## config.mk

```make
export PLATFORM = sky130hd
export DESIGN_NAME = spike_rate_decoder
export DESIGN_NICKNAME = d
export VERILOG_FILES = /design/src/rtl/spike_dec_pkg.sv /design/src/rtl/spike_isi_timer.sv /design/src/rtl/spike_rate_decoder.sv
export SDC_FILE = /design/constraint.sdc
export NUM_CORES = 1
export LEC_CHECK = 0
export ABC_CLOCK_PERIOD_IN_PS = 2500
export CAP_MARGIN = 20
export CORE_MARGIN = 2
export CORE_UTILIZATION = 45
export CTS_CLUSTER_DIAMETER = 40
export DETAILED_ROUTE_END_ITERATION = 12
export PLACE_DENSITY_LB_ADDON = 0.3
export SLEW_MARGIN = 10
export SYNTH_ARGS = -nofsm -noshare
export SYNTH_HDL_FRONTEND = slang
export SYNTH_SLANG_ARGS = --single-unit
```

## constraint.sdc

```tcl
create_clock -name clk -period 2.5 [get_ports clk]
set_input_delay 0.375 -clock clk [delete_from_list [all_inputs] [get_ports clk]]
set_output_delay 0.375 -clock clk [all_outputs]
set_load 0.03 [all_outputs]
```

## src/rtl/spike_dec_pkg.sv

```systemverilog
`default_nettype none
// +------------------------------------------------------------------+
// | Package : spike_dec_pkg                                          |
// | Shared state encodings, default widths and a small sizing helper |
// | for the spike rate / inter-spike-interval decoder.               |
// | Rev 1.0 - initial release                                        |
// +------------------------------------------------------------------+
package spike_dec_pkg;

  // Window FSM: idle or counting spikes inside a window
  typedef enum logic {
    IDLE  = 1'b0,
    COUNT = 1'b1
  } win_state_t;

  // ISI timer: waiting for the first spike, or timing the gap to the next
  typedef enum logic {
    WAIT_FIRST = 1'b0,
    MEASURE    = 1'b1
  } isi_state_t;

  localparam int WINDOW_CYCLES_DEF = 256;
  localparam int COUNT_W_DEF       = 8;
  localparam int ISI_W_DEF         = 8;

  // Bits needed to hold a window position 0..cycles-1 (never below 1)
  function automatic int win_ctr_width(input int cycles);
    return (cycles > 2) ? $clog2(cycles) : 1;
  endfunction

endpackage : spike_dec_pkg
`default_nettype wire

```

## src/rtl/spike_isi_timer.sv

```systemverilog
`default_nettype none
// +------------------------------------------------------------------+
// | Module  : spike_isi_timer                                        |
// | Measures cycles between consecutive spike events, saturating at  |
// | 2^ISI_W-1. Only compiled when SPIKE_DEC_ISI_EN is defined.       |
// | Rev 1.0 - initial release                                        |
// +------------------------------------------------------------------+
`ifdef SPIKE_DEC_ISI_EN
module spike_isi_timer
  import spike_dec_pkg::*;
#(
  parameter int ISI_W = ISI_W_DEF
) (
  input  logic             clk,
  input  logic             rst_n,
  input  logic             clear,        // window FSM not counting: restart
  input  logic             spike_event,  // one-cycle rising-edge strobe
  output logic [ISI_W-1:0] isi,
  output logic             isi_valid
);

  localparam logic [ISI_W-1:0] ISI_MAX = '1;

  isi_state_t       state, state_nxt;
  logic [ISI_W-1:0] isi_ctr, isi_ctr_nxt;
  logic [ISI_W-1:0] isi_nxt;
  logic             isi_valid_nxt;

  // Timer state and registered outputs
  always_ff @(posedge clk or negedge rst_n) begin
    if (!rst_n) begin
      state     <= WAIT_FIRST;
      isi_ctr   <= '0;
      isi       <= '0;
      isi_valid <= 1'b0;
    end else begin
      state     <= state_nxt;
      isi_ctr   <= isi_ctr_nxt;
      isi       <= isi_nxt;
      isi_valid <= isi_valid_nxt;
    end
  end

  // Next state: first spike arms the counter, each later spike publishes it
  always_comb begin
    state_nxt     = state;
    isi_ctr_nxt   = isi_ctr;
    isi_nxt       = isi;
    isi_valid_nxt = 1'b0;
    if (clear) begin
      state_nxt   = WAIT_FIRST;
      isi_ctr_nxt = '0;
    end else begin
      case (state)
        WAIT_FIRST: begin
          if (spike_event) begin
            state_nxt   = MEASURE;
            isi_ctr_nxt = ISI_W'(1);
          end
        end
        MEASURE: begin
          if (spike_event) begin
            isi_nxt       = isi_ctr;
            isi_valid_nxt = 1'b1;
            isi_ctr_nxt   = ISI_W'(1);
          end else if (isi_ctr != ISI_MAX) begin
            isi_ctr_nxt = isi_ctr + ISI_W'(1);
          end
        end
        default: begin
          state_nxt   = WAIT_FIRST;
          isi_ctr_nxt = '0;
        end
      endcase
    end
  end

endmodule : spike_isi_timer
`endif
`default_nettype wire

```

## src/rtl/spike_rate_decoder.sv

```systemverilog
`default_nettype none
// +------------------------------------------------------------------+
// | Module  : spike_rate_decoder                                     |
// | Converts a one-bit spike train into a per-window spike count and |
// | (with SPIKE_DEC_ISI_EN defined) the inter-spike interval.        |
// | Rev 1.0 - initial release                                        |
// +------------------------------------------------------------------+
module spike_rate_decoder
  import spike_dec_pkg::*;
#(
  parameter int WINDOW_CYCLES = WINDOW_CYCLES_DEF,
  parameter int COUNT_W       = COUNT_W_DEF,
  parameter int ISI_W         = ISI_W_DEF
) (
  input  logic               clk,
  input  logic               rst_n,
  input  logic               enable,
  input  logic               spike_in,
  output logic [COUNT_W-1:0] rate,
  output logic               rate_valid,
  output logic [ISI_W-1:0]   isi,
  output logic               isi_valid,
  output logic               busy
);

  localparam int                 WIN_W     = win_ctr_width(WINDOW_CYCLES);
  localparam logic [WIN_W-1:0]   WIN_LAST  = WIN_W'(WINDOW_CYCLES - 1);
  localparam logic [COUNT_W-1:0] COUNT_MAX = '1;

  win_state_t         state, state_nxt;
  logic               spike_prev;
  logic               spike_event;
  logic [WIN_W-1:0]   window_ctr, window_ctr_nxt;
  logic [COUNT_W-1:0] spike_ctr, spike_ctr_nxt;
  logic [COUNT_W-1:0] spike_ctr_inc;
  logic [COUNT_W-1:0] rate_nxt;
  logic               rate_valid_nxt;

  // A held-high level is one event: only the 0->1 transition counts
  assign spike_event   = spike_in & ~spike_prev;
  assign spike_ctr_inc = (spike_ctr == COUNT_MAX) ? COUNT_MAX : spike_ctr + COUNT_W'(1);
  assign busy          = (state == COUNT);

  // Previous-cycle spike level, tracked in every state
  always_ff @(posedge clk or negedge rst_n) begin
    if (!rst_n) begin
      spike_prev <= 1'b0;
    end else begin
      spike_prev <= spike_in;
    end
  end

  // Window FSM state register
  always_ff @(posedge clk or negedge rst_n) begin
    if (!rst_n) begin
      state <= IDLE;
    end else begin
      state <= state_nxt;
    end
  end

  // Window counters and published rate
  always_ff @(posedge clk or negedge rst_n) begin
    if (!rst_n) begin
      window_ctr <= '0;
      spike_ctr  <= '0;
      rate       <= '0;
      rate_valid <= 1'b0;
    end else begin
      window_ctr <= window_ctr_nxt;
      spike_ctr  <= spike_ctr_nxt;
      rate       <= rate_nxt;
      rate_valid <= rate_valid_nxt;
    end
  end

  // Next state: the closing cycle's own event is folded into the result
  always_comb begin
    state_nxt      = state;
    window_ctr_nxt = window_ctr;
    spike_ctr_nxt  = spike_ctr;
    rate_nxt       = rate;
    rate_valid_nxt = 1'b0;
    case (state)
      IDLE: begin
        if (enable) begin
          state_nxt      = COUNT;
          window_ctr_nxt = '0;
          spike_ctr_nxt  = '0;
        end
      end
      COUNT: begin
        if (!enable) begin
          state_nxt = IDLE;
        end else if (window_ctr == WIN_LAST) begin
          rate_nxt       = spike_event ? spike_ctr_inc : spike_ctr;
          rate_valid_nxt = 1'b1;
          window_ctr_nxt = '0;
          spike_ctr_nxt  = '0;
        end else begin
          window_ctr_nxt = window_ctr + WIN_W'(1);
          if (spike_event) begin
            spike_ctr_nxt = spike_ctr_inc;
          end
        end
      end
      default: begin
        state_nxt = IDLE;
      end
    endcase
  end

`ifdef SPIKE_DEC_ISI_EN
  logic isi_clear;

  // Interval timing runs only while a window is being counted
  assign isi_clear = (state != COUNT);

  spike_isi_timer #(
    .ISI_W (ISI_W)
  ) u_isi_timer (
    .clk         (clk),
    .rst_n       (rst_n),
    .clear       (isi_clear),
    .spike_event (spike_event),
    .isi         (isi),
    .isi_valid   (isi_valid)
  );
`else
  assign isi       = '0;
  assign isi_valid = 1'b0;
`endif

endmodule : spike_rate_decoder
`default_nettype wire

```

# ---- Word-level counts from Yosys, hierarchy flattened
# Index checks and enable logic that the tools add are counted.
dict set report op_classes {
  n_eq_ne 4
  bitwise_logic 3
  n_reduce_logical 2
  add_sub_neg 2
  mux 13
}
# cell count
set op_table {}
lappend op_table {{$mux 8} 7}
lappend op_table {{$pmux 8 s2} 2}
lappend op_table {{$add 8x1->8 const B} 2}
lappend op_table {{$eq 8x8->1 const B} 2}
lappend op_table {{$mux 1} 4}
lappend op_table {{$ne 2x2->1 const B} 2}
lappend op_table {{$reduce_and 3->1} 1}
lappend op_table {{$not 1->1} 2}
lappend op_table {{$reduce_and 2->1} 1}
lappend op_table {{$and 1x1->1} 1}
dict set report totals {
  inputBits 4
  elab_cells 30
  regBits 27
  output_inout_bits 19
}

# ---- Longest topological paths before layout
# Gate-level depths: netlist of the first run.
dict set report logic_depth {
  ltp_word 6
  ltp_mapped 6
  depth_no_buf 5
}

# ---- Least setup slack after synthesis of the first run
# Ideal clock, no wire load.
dict set report synth_timing {
  path_kind {reg2reg}
  startpoint {register state (netlist: busy)}
  endpoint {register rate[5]}
  path_stages_with_launch 6
  t_arrival_ps 1448
  path_slack_ps 927
  period_less_slack_ps 1573
  setup_time_ps 125
  path_buffers 1
  required_ps 2375
  path_cell_list {dfrtp_1 > nand2_1 > or3_1 > buf_6 > nor2_1 > a21oi_1}
}
dict set report synth_between {
  elab_chain_len 1
}
# item line_no
set synth_rtl {}
lappend synth_rtl {{start, declared} spike_rate_decoder.sv:30} ;# win_state_t state, state_nxt;
lappend synth_rtl {{start signal, assigned} spike_rate_decoder.sv:58} ;# state <= state_nxt;
lappend synth_rtl {{$reduce_and 3->1 (no source line)} --}
lappend synth_rtl {{end signal, assigned} spike_rate_decoder.sv:72} ;# rate <= rate_nxt;
lappend synth_rtl {{end, declared} spike_rate_decoder.sv:19} ;# output logic [COUNT_W-1:0] rate,
# Every way passes these cells.
# A chain may end at the register's enable or synchronous reset.

# ---- Worst setup path in the final report of the first run
dict set report layout_timing {
  startpoint {register window_ctr[0]}
  endpoint {register window_ctr[5]}
}
dict set report layout_between {
  elab_chain_len 4
  word_cells_on_any_way 5
  cone_classes {add/sub: 1; eq/ne: 1; mux: 3}
}
# item line_no
set layout_rtl {}
lappend layout_rtl {{start, declared} spike_rate_decoder.sv:33} ;# logic [WIN_W-1:0] window_ctr, window_ctr_nxt;
lappend layout_rtl {{start signal, assigned} spike_rate_decoder.sv:70} ;# window_ctr <= window_ctr_nxt;
lappend layout_rtl {{$add 8x1->8 or $eq 8x8->1 (tied branches)} {spike_rate_decoder.sv:101, spike_rate_decoder.sv:95}}
lappend layout_rtl {{$mux 8 (*)} spike_rate_decoder.sv:95} ;# end else if (window_ctr == WIN_LAST) begin
lappend layout_rtl {{$mux 8 (*)} spike_rate_decoder.sv:93} ;# if (!enable) begin
lappend layout_rtl {{$pmux 8 s2 (*)} spike_rate_decoder.sv:84} ;# case (state)
# Mark *: on every way between the ends. The rest lies on a longest branch, timed or not. The select of a mux whose other input is x is not followed.

==> metrics.yaml, run 1 <==
clock_tree:
  cts.clk_slew.worst_paths_ps: 140
  cts_tree: "yes"
  numClockSinks: 27
  cts_root_buf: "clkbuf_4"
  cts_hold_buffers: 0
  cts_setup_buffers: 0
  h-tree-depth: 1
  clkLatencyLatePin_ps: 320
  cts.path.max_buffers: 2
  cts_resized: 0
  cts-buffers-inserted: 3
timing:
  fmax_ghz: 0.500
  hold_slack_ps: 406
  maxSlewViolCount: 0
  slew_headroom_pct: 56.8
  worstMarginPinSlew_ps: 641
  hold_viol: 0
  rsz0062_at_grt: "false"
  fin_tns_setup_ps: 0
  finalCriticalPeriod_ps: 2000
  setup_viol: 0
  final.period_utilization_pct: 80.0
  clock_skew_ps: 3.40
  finalWorstSetupSlack_ps: 501
global_routing:
  grt-ovfl-total: 0
  grt_pass1_vias: 1156
  use_met2_pct: 31.8
  grt_max_degree: 28
  met3_usage_pct: 1.92
  antenna_found_initial: 0
  track_usage_pct: 18.3
  grtUsageMet1_pct: 23.5
  busiest_layer: "met2"
  grt_pass1_wl_um: 5040
placed_design:
  preCtsSetupSlack_ps: 393
  hpwl_um: 2140
  place.gp.congestion: 0.814
  portBuffers: 13
layout:
  fill_cells: 297
  area_growth_syn_to_layout_pct: 11.6
  antenna_cells: 0
  fin_util_pct: 52.9
  nets: 174
  drive_gt1_share_pct: 7.19
routing:
  vias_per_cell: 5.63
  finalWirelength_um: 2860
  antenna_left: 0
  drtIter0Drc: 58
  first_pass_iters: 4
  vias: 1188
  detail_route.wl_per_cell_um: 13.5
  post-route-drc-count: 0
logic_synthesis:
  synth-simple-area-share_pct: 18.4
  syn-cell-area_sq_um: 1460
  synth_ff_type: "dfrtp_1"
  synthXorXnorAreaFrac_pct: 1.20
  synth_top_family_by_area: "compound AO/OA/AOI/OAI gates"
  synth_edf_count: 0
  synth-seq-cells: 27
  synth_cell_types: 44
  synth_mux_area_share_pct: 2.06
  synth_compound_area_share_pct: 22.0
  synthCells: 153
  synth_fa_ha_area_share_pct: 1.72
  avgSynthCellArea_sq_um: 9.54
  synth-warning-count: 0
  synth_seq_area_share_pct: 46.3
  async_flop_share_pct: 100
setup_path:
  cp_slowest_stage_delay_ps: 560
  r2r-start: "window_ctr[0]"
  crit_slowest_cell: "o21ai_0"
  reg2reg_depth: 6
  crit_path_start_kind: "flop"
  cp_data_arrival_time_ps: 2220
  cp.required_ps: 2720
  crit_path_max_fanout: 7
  worstSetupPathType: "flop to flop"
  r2r_slack_ps: 500
  path_cells: "ha_1 -> nand3_2 -> o21ai_0 -> buf_4 -> o21ai_1 -> a22o_1"
  end_kind: "flop"
  reg2reg_to: "window_ctr[5]"
power:
  finalPower_mw: 0.747
  peakVddDrop_v: 0.000391
  powerDensity_nw_per_um2: 459
  leakagePower_nw: 0.712
floorplan:
  rows: 20
  initial_core_util_pct: 47.4
  die_w_um: 60.9
  chipHeight_um: 60.9
  ios: 23
  die_area_sq_um: 3710
  coreArea_sq_um: 3080
status:
  outcome: "finished clean"
flow_run:
  maxCapViolCount: 0
worst_hold_path:
  hold_path_class: "primary input to async pin"
-- how the worst max path moves through the flow --
stage | start | end | slack [ps] | depth (start not counted)
6_report | window_ctr[0] | window_ctr[5] | 500 | 6
4_1_cts | window_ctr[0] | window_ctr[5] | 500 | 6
3_5_place_dp | enable | rate[5] | 390 | 5
3_3_place_gp | enable | rate[5] | 440 | 5
5_1_grt | window_ctr[0] | window_ctr[5] | 340 | 6
2_1_floorplan | busy | rate[5] | 930 | 5
-- power by group --
part           total, mW  internal, mW  switching, mW
combinational     0.0903        0.0311         0.0592
sequential         0.473         0.453         0.0199
clock              0.184        0.0624          0.122
total              0.747         0.547          0.201
-- flip-flops by register name, indices dropped and copies added (netlist names) --
| name | flops |
|---|---|
| busy | 1 |
| rate | 8 |
| rate_valid | 1 |
| spike_ctr | 8 |
| spike_prev | 1 |
| window_ctr | 8 |
-- kinds of logic (layout without fill, tap and decap cells) --
logic type	Yosys count	count (layout)
adder cells (fa/ha/maj)	2	2
AO/OA/AOI/OAI	47	47
multiplexers	3	3
AND/OR/NAND/NOR	52	52
flip-flops	27	27
other	1	9
buffers and inverters	19	25
XOR/XNOR	2	2
-- cells in the mapped netlist, types with 2 or more instances --
library cell	count	area [sq um]
dfrtp_1	27	676
o41ai_1	2	17.5
o2bb2ai_1	3	26.3
nand3_1	3	15.0
o21a_1	2	15.0
nor2_1	12	45.0
inv_1	4	15.0
nand4_1	4	25.0
buf_2	4	20.0
nor3_1	4	20.0
o22ai_1	2	12.5
a31oi_1	4	25.0
a21o_1	3	22.5
xnor2_1	2	17.5
a21oi_1	10	50.1
and3_1	4	25.0
buf_4	9	67.6
mux2i_1	3	30.0
nand3b_1	2	15.0
nand2_1	15	56.3
o21ai_0	10	50.1
ha_1	2	25.0
-- stage by stage --
step / instance area, sq um / instances
global placement: 1600 / 207
floorplan: 1490 / 161
global route: 1630 / 211
CTS: 1630 / 211
finish: 1630 / 211
detailed placement: 1600 / 207
-- cell type report --
| type | count | area (sq um) | area share (%) |
|---|---|---|---|
| Multi-Input combinational cell | 115 | 696 | 42.7 |
| Sequential cell | 27 | 676 | 41.5 |
| Timing Repair Buffer | 17 | 160 | 9.84 |
| Inverter | 4 | 15.0 | 0.922 |
| Tap cell | 44 | 55.1 | 3.38 |
| Clock buffer | 4 | 26.3 | 1.61 |
-- cells in the final DEF (no fill, tap or decap), types with 3 or more instances in the layout --
cell type | Yosys | layout
inv_1 | 4 | 4
mux2i_1 | 3 | 3
nand3_1 | 3 | 3
nor3_1 | 4 | 4
and3_1 | 4 | 4
buf_4 | 9 | 4
a21oi_1 | 10 | 10
clkbuf_4 | 0 | 3
o2bb2ai_1 | 3 | 3
conb_1 | 1 | 9
clkdlybuf4s50_1 | 0 | 13
o21ai_0 | 10 | 10
dfrtp_1 | 27 | 27
nand4_1 | 4 | 4
nand2_1 | 15 | 15
a21o_1 | 3 | 3
nor2_1 | 12 | 12
a31oi_1 | 4 | 4
-- layer usage --
metal	vias to the layer above	part of all wire, %
li1	572	-
met1	584	44
met2	28	51
met3	4	4.5
met4	0	1.0
met5	-	0
-- critical path: cells and delay by family, from the launching register on --
kind | cells | cell delay [ps]
AO/OA/AOI/OAI | 3 | 810
flip-flops | 1 | 430
buffers and inverters | 1 | 270
adder cells (fa/ha/maj) | 1 | 240
AND/OR/NAND/NOR | 1 | 150
Power figures use the tool's default switching activity.
==> run 2, diff against run 1 <==
--- a/config.mk
+++ b/config.mk
@@ -5,7 +5,7 @@
 export SDC_FILE = /design/constraint.sdc
 export NUM_CORES = 1
 export LEC_CHECK = 0
-export ABC_CLOCK_PERIOD_IN_PS = 2500
+export ABC_CLOCK_PERIOD_IN_PS = 2000
 export CAP_MARGIN = 20
 export CORE_MARGIN = 2
 export CORE_UTILIZATION = 45
==> constraint.sdc (replaced) <==
create_clock -name clk -period 2 [get_ports clk]
set_input_delay 0.3 -clock clk [delete_from_list [all_inputs] [get_ports clk]]
set_output_delay 0.3 -clock clk [all_outputs]
set_load 0.03 [all_outputs]
==> run 2 against run 1 <==
Worst setup slack worse by 370 ps. Wire length is 1.7% higher. Final cell count is 0.95% higher. Combinational power is 28% higher. Utilization is 0.49 points higher. Cell area is 0.92% higher. Total power is 28% higher. Clock-buffer cell count stayed put. First-iteration DRC count is 28% higher. Sequential share of layout area is 0.38 points lower. Critical endpoint is now busy. Highest routed layer unchanged.
==> metrics.yaml, run 2 (synthesis results as in run 1) <==
status:
  outcome: "finished clean"
clock_tree:
  numClockSinks: 27
  cts_tree: "yes"
  cts.clk_slew.worst_paths_ps: 150
  h-tree-depth: 1
  clkLatencyLatePin_ps: 330
  cts_root_buf: "clkbuf_4"
  cts.path.max_buffers: 2
  cts-buffers-inserted: 3
  cts_resized: 0
  cts_hold_buffers: 0
  cts_setup_buffers: 0
flow_run:
  maxCapViolCount: 0
floorplan:
  initial_core_util_pct: 47.4
  coreArea_sq_um: 3080
  chipHeight_um: 60.9
  die_area_sq_um: 3710
  die_w_um: 60.9
  rows: 20
  ios: 23
layout:
  layout_commonest_cell: "dfrtp_1"
  nets: 176
  fin_cells: 213
  antenna_cells: 0
  final_cell_mix: "dfrtp_1, nand2_1, clkdlybuf4s50_1"
  drive_gt1_share_pct: 8.28
  area_growth_syn_to_layout_pct: 12.6
  regArea_sq_um: 676
  multi_input_area_sq_um: 696
  top_regs: "rate x8, spike_ctr x8, window_ctr x8"
  fill_cells: 313
setup_path:
  crit_path_start_kind: "flop"
  crit_slowest_cell: "clkdlybuf4s50_1"
  cp_data_arrival_time_ps: 1570
  cp_slowest_stage_delay_ps: 720
  crit_path_max_fanout: 8
  cp.required_ps: 1700
  r2r-start: "window_ctr[1]"
  crit_family: "buffers and inverters"
  path_cells: "clkdlybuf4s50_1"
  critPathBufInv: 1
  end_kind: "output port"
  worstSetupPathType: "flop to output port"
  startpoint: "busy"
worst_hold_path:
  hold_path_class: "primary input to async pin"
global_routing:
  grt_max_degree: 28
  grt_pass1_vias: 1072
  grt_pass1_wl_um: 4900
  grt-ovfl-total: 0
  track_usage_pct: 18.0
  antenna_found_initial: 0
placed_design:
  hpwl_um: 2120
  place.gp.congestion: 0.829
  portBuffers: 13
  dp_cells: 209
  preCtsSetupSlack_ps: 134
timing:
  hold_slack_ps: 304
  rsz0062_at_grt: "false"
  fin_tns_setup_ps: 0
  finalWorstSetupSlack_ps: 135
  setup_viol: 0
  finalCriticalPeriod_ps: 1870
  maxSlewViolCount: 0
  hold_viol: 0
  clock_skew_ps: 8.82
  fmax_ghz: 0.536
  final.period_utilization_pct: 93.3
power:
  peakVddDrop_v: 0.000484
  leakagePower_nw: 0.721
  powerDensity_nw_per_um2: 582
routing:
  drtIter0Drc: 74
  wl_met1_um: 1360
  finalWirelength_um: 2910
  route.met3.wl_um: 99
  detail_route.wl_per_cell_um: 13.7
  topRoutingLayerUsed: "met4"
  route.met2.wl_um: 1420
  vias_per_cell: 5.52
  antenna_left: 0
  post-route-drc-count: 0
  vias: 1176
  first_pass_iters: 4
## run 2: cell count changes in the layout (fill, tap and decap cells not counted), sizes merged
| cell | before | now |
|---|---|---|
| buf | 4 | 6 |
## run 2: final timing paths
path / slack (ps) / end / cells past startpoint
worst max-delay path: 130 / busy / 1
worst min-delay path: 300 / rate[6] / 2
worst max register to register: 220 / rate[3] / 5
worst min register to register: 500 / rate[6] / 2
max in group asynchronous: 1430 / spike_ctr[1] / 2
min in group clk: 480 / spike_prev / 1
## run 2: layer usage
layer,global-route usage [%],vias to the layer above
met4,4.97,0
met1,23.7,583
met5,0,-
met2,29.3,17
met3,4.69,4
li1,-,572
## run 2: where the power goes
part           internal [mW]  leakage [nW]  switching (mW)
clock                 0.0784        0.0150           0.169
combinational         0.0414         0.337          0.0748
sequential             0.567         0.369          0.0254
## run 2: area by class of cell
class	instances	area share, %
clock buffers	4	1.60
well taps	44	3.35
repair buffers	19	10.7
multi-input cells	115	42.3
inverters	4	0.914
flip-flops and latches	27	41.1
## run 2: stage by stage
stage	cell area, sq um	util (%)	total power, mW
CTS	1640	53.4	0.959
finish	1640	53.4	0.956
floorplan	1490	-	0.689
detailed placement	1620	52.5	0.719
global placement	1620	52.5	0.715
global route	1640	53.4	1.01
